$ cat src/rtl/exc_pkg.sv
// -----------------------------------------------------------------------------
// exc_pkg
// Shared types and helpers for the exception unit.
//   exc_code_t : trap codes carried on the exception vector to privileged_regs
//   stage_t    : pipeline stage index, oldest (MEM) has the highest value
//   state_t    : exception_unit FSM states
//   trap_t     : one selected trap candidate (valid, stage, code, pc, addr, info)
//   flush_mask : per-stage flush bits {MEM,EX,ID,IF} for a trap raised in a stage
//   pack_info  : additional-info word for non-ILLEGAL traps
// -----------------------------------------------------------------------------
package exc_pkg;

    typedef enum logic [2:0] {
        EXC_NONE       = 3'd0,
        EXC_ITLB       = 3'd1,
        EXC_DTLB       = 3'd2,
        EXC_ILLEGAL    = 3'd3,
        EXC_MISALIGNED = 3'd4,
        EXC_PRIV       = 3'd5
    } exc_code_t;

    typedef enum logic [1:0] {
        STG_IF  = 2'd0,
        STG_ID  = 2'd1,
        STG_EX  = 2'd2,
        STG_MEM = 2'd3
    } stage_t;

    typedef enum logic [1:0] {
        ST_IDLE,
        ST_FLUSH,
        ST_REPORT,
        ST_HANDLER
    } state_t;

    // The MEM code is passed through unchanged and may hold values outside
    // exc_code_t, so the code field is kept as a plain 3-bit vector.
    typedef struct packed {
        logic        valid;
        stage_t      stage;
        logic [2:0]  code;
        logic [31:0] pc;
        logic [31:0] addr;
        logic [31:0] info;
    } trap_t;

    // Flush applied on iret: squash IF and ID so fetch restarts at the
    // return address held in rm0.
    localparam logic [3:0] FLUSH_REDIRECT = 4'b0011;

    // A trap in stage s kills that instruction and everything younger,
    // i.e. flush bits [s:0].
    function automatic logic [3:0] flush_mask(input stage_t s);
        logic [3:0] m;
        unique case (s)
            STG_IF:  m = 4'b0001;
            STG_ID:  m = 4'b0011;
            STG_EX:  m = 4'b0111;
            STG_MEM: m = 4'b1111;
        endcase
        return m;
    endfunction

    function automatic logic [31:0] pack_info(input stage_t s, input logic [2:0] code);
        return {27'b0, s, code};
    endfunction

endpackage

$ cat src/rtl/exc_prio_sel.sv
// -----------------------------------------------------------------------------
// exc_prio_sel
// Combinational oldest-first selector over the four pipeline fault sources.
// Priority MEM > EX > ID > IF; a losing (younger) report is dropped because
// the winning trap flushes that instruction anyway.
// Ports:
//   if_valid_i, if_pc_i                  IF ITLB miss and fetch PC
//   id_valid_i, id_pc_i, id_instr_i      ID illegal instruction, PC, word
//   ex_priv_op_i, ex_pc_i, supervisor_i  privileged op in EX, PC, current mode
//   mem_valid_i, mem_code_i, mem_pc_i,
//   mem_addr_i                           MEM fault, code, PC, data address
//   sel_o                                selected trap (valid=0 when none)
// -----------------------------------------------------------------------------
module exc_prio_sel
    import exc_pkg::*;
(
    input  logic        if_valid_i,
    input  logic [31:0] if_pc_i,
    input  logic        id_valid_i,
    input  logic [31:0] id_pc_i,
    input  logic [31:0] id_instr_i,
    input  logic        ex_priv_op_i,
    input  logic [31:0] ex_pc_i,
    input  logic        supervisor_i,
    input  logic        mem_valid_i,
    input  logic [2:0]  mem_code_i,
    input  logic [31:0] mem_pc_i,
    input  logic [31:0] mem_addr_i,
    output trap_t       sel_o
);

    // A privileged op only traps when executed from user mode.
    logic ex_trap;
    assign ex_trap = ex_priv_op_i & ~supervisor_i;

    always_comb begin
        // NOTE: every field gets a default first so no path leaves a latch.
        sel_o = '0;
        if (mem_valid_i) begin
            sel_o.valid = 1'b1;
            sel_o.stage = STG_MEM;
            sel_o.code  = mem_code_i;
            sel_o.pc    = mem_pc_i;
            sel_o.addr  = mem_addr_i;
            sel_o.info  = pack_info(STG_MEM, mem_code_i);
        end else if (ex_trap) begin
            sel_o.valid = 1'b1;
            sel_o.stage = STG_EX;
            sel_o.code  = EXC_PRIV;
            sel_o.pc    = ex_pc_i;
            sel_o.addr  = '0;
            sel_o.info  = pack_info(STG_EX, EXC_PRIV);
        end else if (id_valid_i) begin
            sel_o.valid = 1'b1;
            sel_o.stage = STG_ID;
            sel_o.code  = EXC_ILLEGAL;
            sel_o.pc    = id_pc_i;
            sel_o.addr  = '0;
            // The handler decodes the offending word itself.
            sel_o.info  = id_instr_i;
        end else if (if_valid_i) begin
            sel_o.valid = 1'b1;
            sel_o.stage = STG_IF;
            sel_o.code  = EXC_ITLB;
            sel_o.pc    = if_pc_i;
            sel_o.addr  = if_pc_i;
            sel_o.info  = pack_info(STG_IF, EXC_ITLB);
        end
    end

endmodule

$ cat src/rtl/exception_unit.sv
// -----------------------------------------------------------------------------
// exception_unit
// Producer side of the trap interface into privileged_regs. Picks the oldest
// pipeline fault, flushes the pipeline for FLUSH_CYCLES cycles, then pulses
// the exception vector with fault PC/address/info for exactly one cycle.
// Stays busy until the handler returns (iret); a trap raised while the
// handler runs sets a sticky double-fault flag instead of being reported.
// Ports:
//   clk, reset               clock, asynchronous active-high reset
//   in_stall                 pipeline stalled, no new trap accepted
//   in_supervisor_mode       current mode; privileged ops trap in user mode
//   in_iret                  handler return committing this cycle
//   in_if_* / in_id_* /
//   in_ex_* / in_mem_*       per-stage fault reports
//   out_exception_vector     trap code, nonzero for one cycle
//   out_fault_pc/addr        faulting PC / address, valid with the vector
//   out_additional_info      instruction word (ILLEGAL) or {stage, code}
//   out_flush                per-stage flush {MEM,EX,ID,IF}
//   out_kill_mem_write       same-cycle store suppression for a MEM fault
//   out_busy                 trap in progress (not IDLE)
//   out_double_fault         sticky until reset
// -----------------------------------------------------------------------------
module exception_unit
    import exc_pkg::*;
#(
    parameter int unsigned FLUSH_CYCLES = 2
) (
    input  logic        clk,
    input  logic        reset,
    input  logic        in_stall,
    input  logic        in_supervisor_mode,
    input  logic        in_iret,
    input  logic        in_if_exc_valid,
    input  logic [31:0] in_if_pc,
    input  logic        in_id_exc_valid,
    input  logic [31:0] in_id_pc,
    input  logic [31:0] in_id_instr,
    input  logic        in_ex_priv_op,
    input  logic [31:0] in_ex_pc,
    input  logic        in_mem_exc_valid,
    input  logic [2:0]  in_mem_exc_code,
    input  logic [31:0] in_mem_pc,
    input  logic [31:0] in_mem_addr,
    output logic [2:0]  out_exception_vector,
    output logic [31:0] out_fault_pc,
    output logic [31:0] out_fault_addr,
    output logic [31:0] out_additional_info,
    output logic [3:0]  out_flush,
    output logic        out_kill_mem_write,
    output logic        out_busy,
    output logic        out_double_fault
);

    localparam int CNT_W = $clog2(FLUSH_CYCLES + 1);

    state_t             state_q;
    logic [CNT_W-1:0]   cnt_q;

    // Capture registers, loaded when a trap is accepted in IDLE.
    logic [2:0]         cap_code_q;
    logic [31:0]        cap_pc_q;
    logic [31:0]        cap_addr_q;
    logic [31:0]        cap_info_q;

    // Registered outputs.
    logic [2:0]         vec_q;
    logic [31:0]        fault_pc_q;
    logic [31:0]        fault_addr_q;
    logic [31:0]        info_q;
    logic [3:0]         flush_q;
    logic               dbl_q;

    trap_t              sel;

    exc_prio_sel u_prio_sel (
        .if_valid_i   (in_if_exc_valid),
        .if_pc_i      (in_if_pc),
        .id_valid_i   (in_id_exc_valid),
        .id_pc_i      (in_id_pc),
        .id_instr_i   (in_id_instr),
        .ex_priv_op_i (in_ex_priv_op),
        .ex_pc_i      (in_ex_pc),
        .supervisor_i (in_supervisor_mode),
        .mem_valid_i  (in_mem_exc_valid),
        .mem_code_i   (in_mem_exc_code),
        .mem_pc_i     (in_mem_pc),
        .mem_addr_i   (in_mem_addr),
        .sel_o        (sel)
    );

    // Must act in the same cycle the faulting store sits in MEM, so this
    // path is deliberately combinational. Outside IDLE the pipeline is
    // already being flushed or the handler is running.
    assign out_kill_mem_write = in_mem_exc_valid & (state_q == ST_IDLE);

    always_ff @(posedge clk or posedge reset) begin
        if (reset) begin
            state_q      <= ST_IDLE;
            cnt_q        <= '0;
            cap_code_q   <= '0;
            cap_pc_q     <= '0;
            cap_addr_q   <= '0;
            cap_info_q   <= '0;
            vec_q        <= '0;
            fault_pc_q   <= '0;
            fault_addr_q <= '0;
            info_q       <= '0;
            flush_q      <= '0;
            dbl_q        <= 1'b0;
        end else begin
            // NOTE: sequential state uses non-blocking assignments only, so
            // every register sees the pre-edge value of every other one.
            // Report outputs are single-cycle pulses; cleared unless REPORT
            // is being entered below.
            vec_q        <= '0;
            fault_pc_q   <= '0;
            fault_addr_q <= '0;
            info_q       <= '0;

            unique case (state_q)
                ST_IDLE: begin
                    if (sel.valid && !in_stall) begin
                        cap_code_q <= sel.code;
                        cap_pc_q   <= sel.pc;
                        cap_addr_q <= sel.addr;
                        cap_info_q <= sel.info;
                        flush_q    <= flush_mask(sel.stage);
                        cnt_q      <= CNT_W'(FLUSH_CYCLES - 1);
                        state_q    <= ST_FLUSH;
                    end else begin
                        // Also ends the one-cycle redirect flush after iret.
                        flush_q <= '0;
                    end
                end

                ST_FLUSH: begin
                    // Trap inputs are ignored: everything behind the faulting
                    // instruction is being squashed.
                    if (cnt_q == '0) begin
                        flush_q      <= '0;
                        vec_q        <= cap_code_q;
                        fault_pc_q   <= cap_pc_q;
                        fault_addr_q <= cap_addr_q;
                        info_q       <= cap_info_q;
                        state_q      <= ST_REPORT;
                    end else begin
                        cnt_q <= cnt_q - 1'b1;
                    end
                end

                ST_REPORT: begin
                    state_q <= ST_HANDLER;
                end

                ST_HANDLER: begin
                    // iret wins over a simultaneous trap: the trapping
                    // instruction is younger than the return.
                    if (in_iret) begin
                        flush_q <= FLUSH_REDIRECT;
                        state_q <= ST_IDLE;
                    end else if (sel.valid) begin
                        dbl_q <= 1'b1;
                    end
                end
            endcase
        end
    end

    assign out_exception_vector = vec_q;
    assign out_fault_pc         = fault_pc_q;
    assign out_fault_addr       = fault_addr_q;
    assign out_additional_info  = info_q;
    assign out_flush            = flush_q;
    assign out_busy             = (state_q != ST_IDLE);
    assign out_double_fault     = dbl_q;

endmodule
$ cat config.mk
export PLATFORM = sky130hd
export DESIGN_NAME = exception_unit
export DESIGN_NICKNAME = d
export VERILOG_FILES = /design/src/rtl/exc_pkg.sv /design/src/rtl/exc_prio_sel.sv /design/src/rtl/exception_unit.sv
export SDC_FILE = /design/constraint.sdc
export NUM_CORES = 1
export LEC_CHECK = 0
export ABC_AREA = 0
export CORE_MARGIN = 5
export CORE_UTILIZATION = 45
export DETAILED_ROUTE_END_ITERATION = 6
export GPL_TIMING_DRIVEN = 0
export PLACE_DENSITY = 0.85
export SYNTH_ARGS = -nofsm -noshare
export SYNTH_HDL_FRONTEND = slang
export SYNTH_SLANG_ARGS = --single-unit
$ cat constraint.sdc
create_clock -name clk -period 9.1 [get_ports clk]
set_input_delay 2.275 -clock clk [delete_from_list [all_inputs] [get_ports clk]]
set_output_delay 2.275 -clock clk [all_outputs]
set_load 0.02 [all_outputs]
Word level (Yosys, flattened, before mapping)

Index checks and enable logic that the tools add are counted.

$add $sub $neg: 1
Eq/ne operators: 10
Mux-type cells: 23
Bitwise logic cells: 4
Reduce and logical (&&, ||, !) cells: 13

Operators with widths:

| cell                                                               | count |
|---|---|
| 102-bit 2-to-1 mux                                                 | 4 |
| 32-bit 2-to-1 mux                                                  | 6 |
| 4-bit one-hot mux with 4 select lines                              | 1 |
| 4-bit 2-to-1 mux                                                   | 3 |
| 4-bit one-hot mux with 3 select lines                              | 1 |
| 3-bit AND reduction                                                | 4 |
| 2-bit == test, second input constant                               | 4 |
| 2-bit 2-to-1 mux                                                   | 4 |
| 2-bit one-hot mux with 4 select lines                              | 1 |
| 2-bit logical NOT                                                  | 3 |
| 3-bit 2-to-1 mux                                                   | 2 |
| 2-bit != test, second input constant                               | 3 |
| 2-bit by 1-bit == test with 1-bit output, second input constant    | 2 |
| 2-bit one-hot mux with 2 select lines                              | 1 |
| 2-bit nonzero test                                                 | 2 |
| 3-bit nonzero test                                                 | 1 |
| 1-bit AND                                                          | 2 |
| 2-bit by 1-bit != test with 1-bit output, second input constant    | 1 |
| 1-bit NOT                                                          | 2 |
| 2-bit AND reduction                                                | 1 |
| 2-bit by 1-bit subtractor with 2-bit output, second input constant | 1 |
| 1-bit logical AND                                                  | 1 |
| 1-bit logical NOT                                                  | 1 |

Flip-flop bits (word level): 207

Logic depth before layout (Yosys ltp)

Gate-level depths: netlist of the first run.

Depth in word-level cells: 8
Gate-level depth with buffers: 8
Gate-level depth less buffers: 6

Hierarchy

A second synthesis of the first run with hierarchy kept.

Cell total of the unflattened synthesis: 724
Area, all modules: 9,095.0 µm²

Modules (own cells, without submodules):

| module         | times used | cells each | area each (µm²) | seq. area each (µm²) |
|---|---|---|---|---|
| exception_unit | 1          | 487        | 7,478.4         | 5,180.0 |
| exc_prio_sel   | 1          | 237        | 1,616.6         | 0.0 |

Least setup slack after synthesis of the first run

Ideal clock, no wire load.

Path kind: input to output
Start point: input port in_mem_exc_valid
End point: output port out_kill_mem_write
Data arrival time: 3,110 ps
Required time: 6,825 ps
Setup slack: 3,715 ps
Stages: 4
Path through: clkbuf_1 -> buf_2 -> buf_2 -> and2_1

Cells in the longest elaborated chain, start to end: 1

Ends and longest elaborated chain:

| item            | line                 | RTL |
|---|---|---|
| start, declared | exception_unit.sv:40 | `input logic in_mem_exc_valid,` |
| 1-bit AND       | exception_unit.sv:94 | `assign out_kill_mem_write = in_mem_exc_valid & (state_q == ST_IDLE);` |
| end, declared   | exception_unit.sv:49 | `output logic out_kill_mem_write,` |

Every way passes these cells.

Final worst setup path of the first run

Same ends and word-level chain as after synthesis.

==> run metrics, run 1 <==
layout cells sized above 1 6.70%; Worst Hold Class reg2reg; clk_lat worst skew 500 ps; CTS tree yes; Root Driver clkbuf_16; vias per cell 5.59; CP startpoint kind primary input; Pre-Repair DR Iteration Count 5; worst slew pin tran 819 ps; sequential element share of the synthesized area 60.1%; vias in the first global route 8124; Yosys reg bits 207; DR WL/cell 22.2 µm; DP Worst Slack 1760 ps; crit path time final approximately 7300 ps; yosys warns 0; syn nets approximately 1000; Yosys top cell area share 60.1%; fin worst setup slack between 1500 and 2000 ps; crit path capture type output port; die width 148 µm; Cell variety after synth 38; fillcell total 1416; kind of critical path in2out; CTS max path bufs 3; first-pass GRT wire length about 46 mm; f_max 0.136 GHz; Power Dens Cells 240 nW/µm²; Final Setup Violations 0; post-cts resize count 0; GP Congestion 0.917; Final Max Slew Viols 0; GRT Total Usage between 20% and 30%; outcome complete, no violations; fin nets 1364; Post-Syn Area around 8600 µm²; Final Hold Violating Endpoints 0; syn avg cell area 10.5 µm²; Post-DP HPWL 22.7 mm; antenna viol nets, final 0; Top Ports 310; hold-fix buffer count after cts 0; synth top area cells dfrtp_1 (60%), and3_1 (7.3%), nand2_1 (6.1%), o21ai_0 (6.1%), a221oi_1 (3.3%); largest net degree at the start of global routing 106; H-tree depth 1; Die H 148 µm; antenna fix cells 0; Util after Layout about two thirds; fin crit share about four fifths; port buffer count roughly 310; Sink Count 207; maximum fanout along the worst path 10; # rows 50; Layout area overhead 47.8%; Yosys top cell by area dfrtp_1; RSZ-0062 raised after global routing false; max_cap viols 0; CTS Buf Count 22; clock slew at reported path FFs 60 ps; die area roughly 22000 µm²; grt total ovfl 0; Post-CTS Setup Bufs 0; Core Area 18800 µm²; Worst Skew 13.3 ps; Syn Inst Count ~800; Slew HR 45.4%; via count 7817; starting density of the core a little under half; Worst Path Arrival 5070 ps; starting DRC count in detailed routing 529; antenna violations before repair 1; Worst Path Required 6830 ps; drt drc 0; Worst VDD drop 0.000142 V; P_leak 0.00591 µW; routed wire length 31.0 mm
[metal layers]
metal  GRT usage (%)  vias up  routed length (µm)
li1                -     3548                   -
met1            31.8     3783               11400
met2            47.4      406               15400
met3            8.20       78                3220
met4            9.70        2                 952
met5               0        -                  13
[report_power, final]
part	total [µW]	internal (µW)	leakage (µW)	switching, µW
Combinational	921	381	0.00281	540
Sequential	1270	1150	0.00276	116
Clock	872	519	0.000347	353
[worst max-delay path, stage by stage]
cell and delay, ps:
clkdlybuf4s50_1 730, clkbuf_1 530, buf_2 400, buf_2 320, and2_1 170, clkdlybuf4s50_1 640
[area by class of cell]
type,count,area [µm²],area share [%]
inverters,8,37.5,0.295
clock buffers,31,646,5.07
clock inverters,5,53.8,0.422
flip-flops and latches,207,5180,40.7
repair buffers,310,3120,24.5
well taps,234,293,2.30
plain buffers,73,348,2.73
multi-input cells,531,3060,24.0
[cells in the mapped netlist (all sizes together)]
| master | count |
|---|---|
| dfrtp | 207 |
| nand2 | 141 |
| o21ai | 114 |
| and3 | 101 |
| clkbuf | 43 |
| a22oi | 33 |
| a221oi | 32 |
| buf | 30 |
| nand2b | 25 |
| a21oi | 14 |
| nor2 | 14 |
| a2bb2oi | 9 |
| or3 | 9 |
| inv | 8 |
| ha | 7 |
| mux2 | 7 |
| o31ai | 4 |
| nor2b | 3 |
| nor3b | 3 |
| a2111oi | 2 |
| a211oi | 2 |
| nor3 | 2 |
| a211o | 1 |
| a31oi | 1 |
| and2 | 1 |
| mux2i | 1 |
| nor4 | 1 |
| nor4b | 1 |
| o21bai | 1 |
| o311ai | 1 |
| or2 | 1 |
[per-stage QoR]
stage / setup TNS [ps] / total power [µW] / hold slack (ps) / instances / instance area [µm²]
finish: 0 / 3060 / 470 / 1399 / 12700
global placement: -253180 / 2150 / 454 / 1362 / 12000
global route: 0 / 3220 / 492 / 1399 / 12700
floorplan: 0 / 1760 / 441 / 819 / 8620
CTS: 0 / 3070 / 475 / 1399 / 12700
detailed placement: 0 / 2190 / 463 / 1363 / 12000
[state kept, by name, summed over array words and instances (netlist names)]
signal                flops
cap_addr_q               32
cap_info_q               32
cap_pc_q                 32
out_additional_info      32
out_fault_addr           32
out_fault_pc             32
out_flush                 4
cap_code_q                3
out_exception_vector      3
cnt_q                     2
state_q                   2
out_double_fault          1
[worst paths after layout]
kind,from,endpoint,slack (ps),depth (start not counted)
setup reg to reg,state_q[1]$_DFFE_PP0P_,out_fault_addr[19]$_DFF_PP0_,6880,5
hold / removal,cap_addr_q[7]$_DFFE_PP0P_,cap_addr_q[7]$_DFFE_PP0P_,470,2
setup / recovery,in_mem_exc_valid,out_kill_mem_write,1750,6
max in group asynchronous,reset,out_fault_addr[28]$_DFF_PP0_,5840,3
min in group asynchronous,reset,out_additional_info[27]$_DFF_PP0_,2310,2
hold reg to reg,cap_addr_q[7]$_DFFE_PP0P_,cap_addr_q[7]$_DFFE_PP0P_,470,2
[layout by cell type (no fill, tap or decap), types with 7 or more instances in the layout]
cell / instances
clkdlybuf4s50_1: 309
a2bb2oi_1: 9
dfrtp_1: 207
clkbuf_1: 45
and3_1: 101
a22oi_1: 33
nand2b_1: 25
or3_1: 9
mux2_2: 7
buf_2: 24
o21ai_1: 9
a21oi_1: 14
o21ai_0: 105
clkbuf_16: 23
nand2_1: 141
nor2_1: 13
a221oi_1: 32
inv_1: 7
ha_1: 7
[kinds of logic after synthesis]
group                    count (synthesis)  share of synthesized area (%)
multiplexers                             8                           1.03
adder cells (fa/ha/maj)                  7                           1.02
AO/OA/AOI/OAI                          214                           15.9
buffers and inverters                   81                           4.38
AND/OR/NAND/NOR                        302                           17.6
flip-flops                             207                           60.1
Note: power is estimated with default switching activity, not from simulation.
==> run 2: changes to the inputs <==
clock period = 6.8 ns   (was 9.1 ns; I/O delays follow)
==> run metrics, run 2 (synthesis results as in run 1) <==
maximum fanout along the worst path 10 (unchanged); Worst Path Arrival 4390 ps (-680 ps); max_cap viols 0 (unchanged); fin crit share 89.5%; via count 7900 (+1.1%); Final Max Slew Viols 0 (unchanged); antenna violations before repair 2 (+1); vias per cell 5.62 (+0.63%); Slew HR 38.1% (-7.2 points); crit path time final 6090 ps; vias in the first global route 8128 (+0.049%); CTS tree yes; post-cts resize count 0 (unchanged); Worst VDD drop 0.000172 V (+22%); clock slew at reported path FFs 60 ps (about the same); Worst Skew 11.4 ps (-1.87 ps); RSZ-0062 raised after global routing false; # rows 50 (unchanged); clk_lat worst skew 500 ps (about the same); DR WL/cell 22.4 µm (+1.0%); most frequent cells in the layout clkdlybuf4s50_1 (309), dfrtp_1 (207), nand2_1 (141); starting DRC count in detailed routing 601 (+14%); Top Ports 310 (unchanged); Util after Layout 68.2% (+0.29 points); Final Hold Violating Endpoints 0 (unchanged); Reg2Reg Launch Point state_q[0]$_DFFE_PP0P_; kind of critical path in2out; Post-DP HPWL 23.2 mm (+2.3%); share of total power in the clock network 28.5% (about the same); port buffer count 309 (unchanged); CTS Buf Count 22 (unchanged); CP startpoint kind primary input; outcome complete, no violations; die width 148 µm (unchanged); largest net degree at the start of global routing 46 (-57%); Final Setup Violations 0 (unchanged); Worst Hold Class reg2reg; H-tree depth 1 (unchanged); Post-CTS Setup Bufs 0 (unchanged); commonest non-fill, non-tap cell in the layout clkdlybuf4s50_1; crit path capture type output port; layout cells sized above 1 7.09% (+0.39 points); Psw 1360 µW (+35%); Layout area overhead 48.4%; total power 4100 µW (+34%); die area 22000 µm² (unchanged); starting density of the core 45.9% (unchanged); min-delay src cap_pc_q[8]$_DFFE_PP0P_; GP Congestion 0.901 (-1.7%); Cell Int Power 2740 µW (+34%); Flop pwr share 41.2% (-0.2 points); fin nets 1367 (+0.22%); grt total ovfl 0 (unchanged); Worst Path Required 5100 ps (-1730 ps); P_leak 0.00593 µW (+0.29%); fillcell total 1426 (+0.71%); Core Area 18800 µm² (unchanged); hold-fix buffer count after cts 0 (unchanged); CTS max path bufs 3 (unchanged); f_max 0.164 GHz; Die H 148 µm (unchanged); first-pass GRT wire length 46.4 mm (+1.4%); antenna fix cells 0 (unchanged); drt drc 0 (unchanged); GRT Total Usage 27.7% (+0.51 points); Power Dens Cells 320 nW/µm² (+33%); worst slew pin tran 926 ps (+107 ps); antenna viol nets, final 0 (unchanged); setup_tns 0 ps (unchanged); Pre-Repair DR Iteration Count 5 (unchanged); routed wire length 31.4 mm (+1.4%); Sw Ratio 33.2% (+0.19 points); Crit. Startpoint in_mem_exc_valid; R2R cell count 5 (unchanged); Sink Count 207 (unchanged); hold depth 2 (unchanged); Root Driver clkbuf_16; logic gate share of total power 30.2% (about the same)
## run 2: cell count changes in the layout (fill, tap and decap cells not counted), sizes merged
cell	previous run	this run
buf	31	34
clkinv	4	5
clkinvlp	0	3
inv	8	7
## run 2: path summary, 6_finish.rpt
check,endpoint,slack [ps]
min reg2reg,cap_pc_q[8]$_DFFE_PP0P_,470
min,cap_pc_q[8]$_DFFE_PP0P_,470
max in group asynchronous,out_fault_pc[25]$_DFF_PP0_,4050
max,out_kill_mem_write,710
max reg2reg,cap_info_q[2]$_DFFE_PP0P_,4580
min in group asynchronous,out_additional_info[10]$_DFF_PP0_,1760
## run 2: cell type report
cell class | count | area (µm²) | area share (%)
buffer | 73 | 348 | 2.72
clock buffer | 31 | 636 | 4.97
clock inverter | 8 | 70.1 | 0.548
inverter | 8 | 33.8 | 0.264
multi-input combinational | 531 | 3060 | 23.9
sequential | 207 | 5180 | 40.5
tap | 234 | 293 | 2.29
timing repair buffer | 313 | 3170 | 24.8
## run 2: worst max-delay path: stages
cell             delay, ps
clkdlybuf4s50_1        660
clkbuf_1               530
buf_2                  370
buf_2                  330
and2_1                 180
clkdlybuf4s50_1        620
## run 2: routing by layer
layer  share of wire, %  vias to the layer above  track usage [%]  wire (µm)
met5              0.076                        -                0         24
met4                3.0                        4             8.96        946
met3                 11                       76             8.59       3320
met2                 49                      408             47.9      15400
met1                 37                     3846             33.1      11700
li1                   -                     3566                -          -
## run 2: power groups by stage
stage               Clock [µW]  Sequential, µW  Combinational [µW]
floorplan                    0            1740                 617
global placement             0            1690                1190
detailed placement           0            1710                1230
CTS                       1180            1690                1240
global route              1240            1720                1350
finish                    1170            1690                1240
## run 2: stage by stage
stage / worst slack (ps) / area, µm² / hold slack, ps / cells
global placement: 683 / 12000 / 453 / 1362
floorplan: 2410 / 8630 / 441 / 819
detailed placement: 685 / 12100 / 463 / 1366
global route: 611 / 12800 / 490 / 1405
finish: 715 / 12800 / 470 / 1405
CTS: 696 / 12800 / 476 / 1405
==> run 3: changes to the inputs <==
clock period = 6.7 ns   (was 6.8 ns; I/O delays follow)
==> results of run 3 <==
The final DEF is identical to that of run 2. Status: complete, no violations.
Among the figures that moved: setup slack after placement 685 ps -> 635 ps; setup slack after layout 715 ps -> 665 ps; register-to-register setup slack 4580 ps -> 4480 ps; total power 4100 µW -> 4160 µW; worst IR drop on VDD 0.000172 V -> 0.000175 V
